### config.mk
export PLATFORM = sky130hd
export DESIGN_NAME = detector_jogada
export DESIGN_NICKNAME = d
export VERILOG_FILES = /design/src/rtl/detector_jogada.sv
export SDC_FILE = /design/constraint.sdc
export NUM_CORES = 1
export LEC_CHECK = 0
export BUFFER_PORTS_ARGS = -buffer_cell sky130_fd_sc_hd__buf_4
export CAP_MARGIN = 20
export CORE_MARGIN = 4
export CORE_UTILIZATION = 35
export DETAILED_ROUTE_END_ITERATION = 16
export GPL_TIMING_DRIVEN = 0
export PLACE_DENSITY_LB_ADDON = 0.12
export SLEW_MARGIN = 20
export SYNTH_ARGS = -nofsm -noshare
export SYNTH_HDL_FRONTEND = slang
export SYNTH_SLANG_ARGS = --single-unit
### constraint.sdc
create_clock -name clock -period 2.3 [get_ports clock]
set_input_delay 0.46 -clock clock [delete_from_list [all_inputs] [get_ports clock]]
set_output_delay 0.46 -clock clock [all_outputs]
set_load 0.03 [all_outputs]
### src/rtl/detector_jogada.sv
// Debounced move detector: synchronizes the player switches, filters presses and releases,
// and registers a one-hot move with a single-cycle accept or reject pulse.
module detector_jogada #(
  parameter int DEBOUNCE_CYCLES = 2
) (
  input  logic       clock,
  input  logic       reset,
  input  logic       habilita,
  input  logic [3:0] chaves,
  output logic [3:0] jogada,
  output logic       jogada_feita,
  output logic       jogada_invalida,
  output logic [2:0] db_estado
);

  typedef enum logic [2:0] {
    ESPERA       = 3'd0,
    FILTRA       = 3'd1,
    REGISTRA     = 3'd2,
    SOLTA        = 3'd3,
    FILTRA_SOLTA = 3'd4
  } estado_t;

  localparam logic [3:0] DB_LIMITE = 4'(DEBOUNCE_CYCLES);

  estado_t    estado;
  logic [3:0] chaves_m;
  logic [3:0] chaves_s;
  logic [3:0] amostra;
  logic [3:0] contador;
  logic       amostra_one_hot;

  assign amostra_one_hot = (amostra != 4'b0000) && ((amostra & (amostra - 4'd1)) == 4'b0000);
  assign db_estado       = estado;

  // Two-flop synchronizer for the asynchronous switch inputs.
  always_ff @(posedge clock or negedge reset) begin
    if (!reset) begin
      chaves_m <= 4'b0000;
      chaves_s <= 4'b0000;
    end else begin
      chaves_m <= chaves;
      chaves_s <= chaves_m;
    end
  end

  always_ff @(posedge clock or negedge reset) begin
    if (!reset) begin
      estado          <= ESPERA;
      contador        <= 4'd0;
      amostra         <= 4'b0000;
      jogada          <= 4'b0000;
      jogada_feita    <= 1'b0;
      jogada_invalida <= 1'b0;
    end else begin
      jogada_feita    <= 1'b0;
      jogada_invalida <= 1'b0;
      case (estado)
        ESPERA: begin
          if (habilita && (chaves_s != 4'b0000)) begin
            estado   <= FILTRA;
            contador <= 4'd1;
            amostra  <= chaves_s;
          end
        end
        FILTRA: begin
          if (chaves_s == 4'b0000) begin
            estado <= ESPERA;
          end else if (chaves_s != amostra) begin
            amostra  <= chaves_s;
            contador <= 4'd1;
          end else if (contador >= DB_LIMITE) begin
            // Pulses are registered here so they are high exactly during REGISTRA.
            estado <= REGISTRA;
            if (amostra_one_hot) begin
              jogada       <= amostra;
              jogada_feita <= 1'b1;
            end else begin
              jogada_invalida <= 1'b1;
            end
          end else if (contador != 4'hF) begin
            contador <= contador + 4'd1;
          end
        end
        REGISTRA: begin
          estado <= SOLTA;
        end
        SOLTA: begin
          if (chaves_s == 4'b0000) begin
            estado   <= FILTRA_SOLTA;
            contador <= 4'd1;
          end
        end
        FILTRA_SOLTA: begin
          if (chaves_s != 4'b0000) begin
            estado <= SOLTA;
          end else if (contador >= DB_LIMITE) begin
            estado <= ESPERA;
          end else if (contador != 4'hF) begin
            contador <= contador + 4'd1;
          end
        end
        default: begin
          estado <= ESPERA;
        end
      endcase
    end
  end

endmodule

==> impl_metrics.py <==
metrics = {
    "run_status": {
        "status": "finished, final reports clean",
    },
    "logic_synthesis": {
        "synth_fp_nets": 95,
        "synthTopCellsByArea": "dfrtp_1 57%, mux2_1 8.1%, xor2_1 3.2%",
        "yosys.cell_count.top_type": "dfrtp_1",
        "yosys.area.top_type": "dfrtp_1",
        "syn_avg_cell_area_sq_um": 12.9,
        "syn_inst": 86,
        "synth_cell_types": 39,
        "ys_seq_area_share_pct": 56.6,
        "synth_ff_type": "dfrtp_1",
        "synth_edf_count": 0,
        "ys_seq_elements": 25,
        "netlist.area_leader.share_pct": 56.6,
        "synth-async-reset-ratio_pct": 100,
        "synth_warnings": 0,
        "syn_area_sq_um": 1110,
        "synthTopCellsByCount": "25 x dfrtp_1, 8 x mux2_1, 5 x nor2_1",
    },
    "cts": {
        "clock_path_buffers": 2,
        "cts_tree": "built",
        "cts_buffers": 3,
        "root_buffer": "clkbuf_4",
        "htreeDepth": 1,
        "cts_post_setup_buffers_inserted": 0,
        "clock_latency_ns": 0.32,
        "cts_resized": 0,
        "cts.sinks": 25,
        "ctsHoldBuffers": 0,
        "clk_pin_slew_ns": 0.14,
    },
    "routing": {
        "routedWlPerCell_um": 11.8,
        "drt-initial-drc-count": 9,
        "route.detailed.drc": 0,
        "vias": 713,
        "drt_first_pass_iters": 3,
        "ant_nets": 0,
        "totalWireLength_mm": 1.75,
        "vias_per_cell": 4.79,
    },
    "critical_path": {
        "critical_path_required_ns": 2.52,
        "worstSetupPathType": "flop to flop",
        "endpoint_kind": "flop",
        "worstPathMaxFanout": 5,
        "worst_setup_path_start_kind": "flop",
        "worstPathArrival_ns": 2.11,
    },
    "cells_and_area": {
        "final_util_pct": 43.1,
        "layout-drive-gt1-share_pct": 26.7,
        "nets": 115,
        "layout.cells.non_filler": 149,
        "area_growth_pct": 17.9,
        "diodes": 0,
    },
    "sta": {
        "period_share_pct": 82.0,
        "hold_viol": 0,
        "tns_ns": 0,
        "fmax_ghz": 0.530,
        "setup_viol": 0,
        "maxSlewHeadroom_pct": 65.8,
        "min_period_ns": 1.89,
        "fin_skew_ns": 0.00117,
        "rsz0062_at_grt": "false",
        "slew_violations": 0,
        "tightest_slew_ns": 0.509,
    },
    "global_routing": {
        "grtUsageTotal_pct": 9.47,
        "busiest_layer": "met2",
        "grt_max_degree": 26,
        "met1_usage_pct": 11.5,
        "grt_use_met3_pct": 2.28,
        "grt_overflow_total": 0,
        "grt_pass1_wl_mm": 3.02,
        "antenna_found_initial": 0,
        "grt_pass1_vias": 674,
        "grt_use_met2_pct": 15.2,
    },
    "placed_design": {
        "numPortBuffers": 15,
        "dp_hpwl_mm": 1.29,
        "routabilityCongestion": 0.714,
        "placed_cells": 145,
    },
    "power": {
        "combPwrFrac_pct": 40.7,
        "p_sw_share_pct": 39.3,
        "p_switching_w": 0.000552,
        "p_int_w": 0.000854,
        "ir_drop_mv": 0.354,
        "p_clk_share_pct": 14.4,
        "total_leakage_power_nw": 0.578,
        "power_density_nw_per_um2": 1080,
        "seqPwrFrac_pct": 45.0,
    },
    "die": {
        "die_area_sq_um": 4120,
        "die_w_um": 64.2,
        "start_util_pct": 36.5,
        "fp.dieH_um": 64.2,
        "fp.coreArea_sq_um": 3030,
        "ios": 16,
        "row_count": 20,
    },
    "run": {
        "drv_cap": 0,
    },
    "min_path": {
        "hold_class": "input port to asynchronous set/reset pin",
    },
}
flip-flops by register name, indices dropped and copies added, names as in the netlist:
register / cells
amostra: 4
chaves_m: 4
chaves_s: 4
contador: 4
jogada: 4
db_estado: 3
jogada_feita: 1
jogada_invalida: 1
power by group through the flow:
stage	logic [W]	clock network, W	registers, W
after floorplan	0.000385	0	0.000683
after global placement	0.000570	0	0.000639
after detailed placement	0.000578	0	0.000644
after CTS	0.000581	0.000213	0.000634
after global routing	0.000631	0.000231	0.000652
final	0.000571	0.000202	0.000632
cell usage in the layout, fill, tap and decap left out, types with 3 or more instances in the layout:
| master | synthesis | final |
|---|---|---|
| dfrtp_1 | 25 | 25 |
| buf_4 | 0 | 15 |
| mux2_1 | 8 | 8 |
| nor2_1 | 5 | 5 |
| xor2_1 | 4 | 4 |
| clkbuf_4 | 0 | 3 |
routing by layer:
| layer | routed length [um] | vias to the layer above |
|---|---|---|
| met5 | 0 | - |
| met4 | 33 | 0 |
| met3 | 74 | 4 |
| met2 | 806 | 13 |
| met1 | 839 | 351 |
| li1 | - | 345 |
final timing paths:
path	from	to	slack (ns)	cells after the start
setup / recovery	amostra[3]	jogada[3]	0.41	5
hold / removal	reset	contador[0]	0.008	1
setup reg to reg	amostra[3]	jogada[3]	0.41	5
hold reg to reg	chaves_m[3]	chaves_s[3]	0.36	0
max in group asynchronous	reset	db_estado[2]	2.05	1
min in group clock	chaves[3]	chaves_m[3]	0.23	1
worst max-delay path, stage by stage (launching register included):
cell and delay, ns:
dfrtp_1 0.46, xor2_1 0.20, nor4_4 0.43, nand3_2 0.18
nor2_4 0.18, mux2_1 0.33
stage by stage:
| stage | worst slack, ns | instance area, sq um | hold WS, ns | power, W |
|---|---|---|---|---|
| floorplan | 0.510 | 1110 | 0.164 | 0.00107 |
| global placement | 0.417 | 1270 | 0.332 | 0.00121 |
| detailed placement | 0.401 | 1270 | 0.336 | 0.00122 |
| CTS | 0.381 | 1300 | 0.00822 | 0.00143 |
| global route | 0.260 | 1300 | 0.00448 | 0.00151 |
| finish | 0.413 | 1300 | 0.00809 | 0.00141 |
cell type report:
class	instances	area (sq um)
buffer	2	8.76
clock buffer	3	22.5
clock inverter	1	7.51
fill	299	1720
inverter	2	7.51
multi-input combinational	57	464
sequential	25	626
tap	44	55.1
timing repair buffer	15	113
logic make-up (layout without fill, tap and decap cells):
kind of cell | after synthesis | after routing | synth area share, %
xor+xnor | 5 | 5 | 3.96
fa+ha+maj | 2 | 2 | 2.26
compound gates | 15 | 15 | 9.61
simple gates | 26 | 26 | 17.1
mux | 9 | 9 | 9.05
flops | 25 | 25 | 56.6
buf+inv | 4 | 23 | 1.47
(Power assumes the default switching activity.)
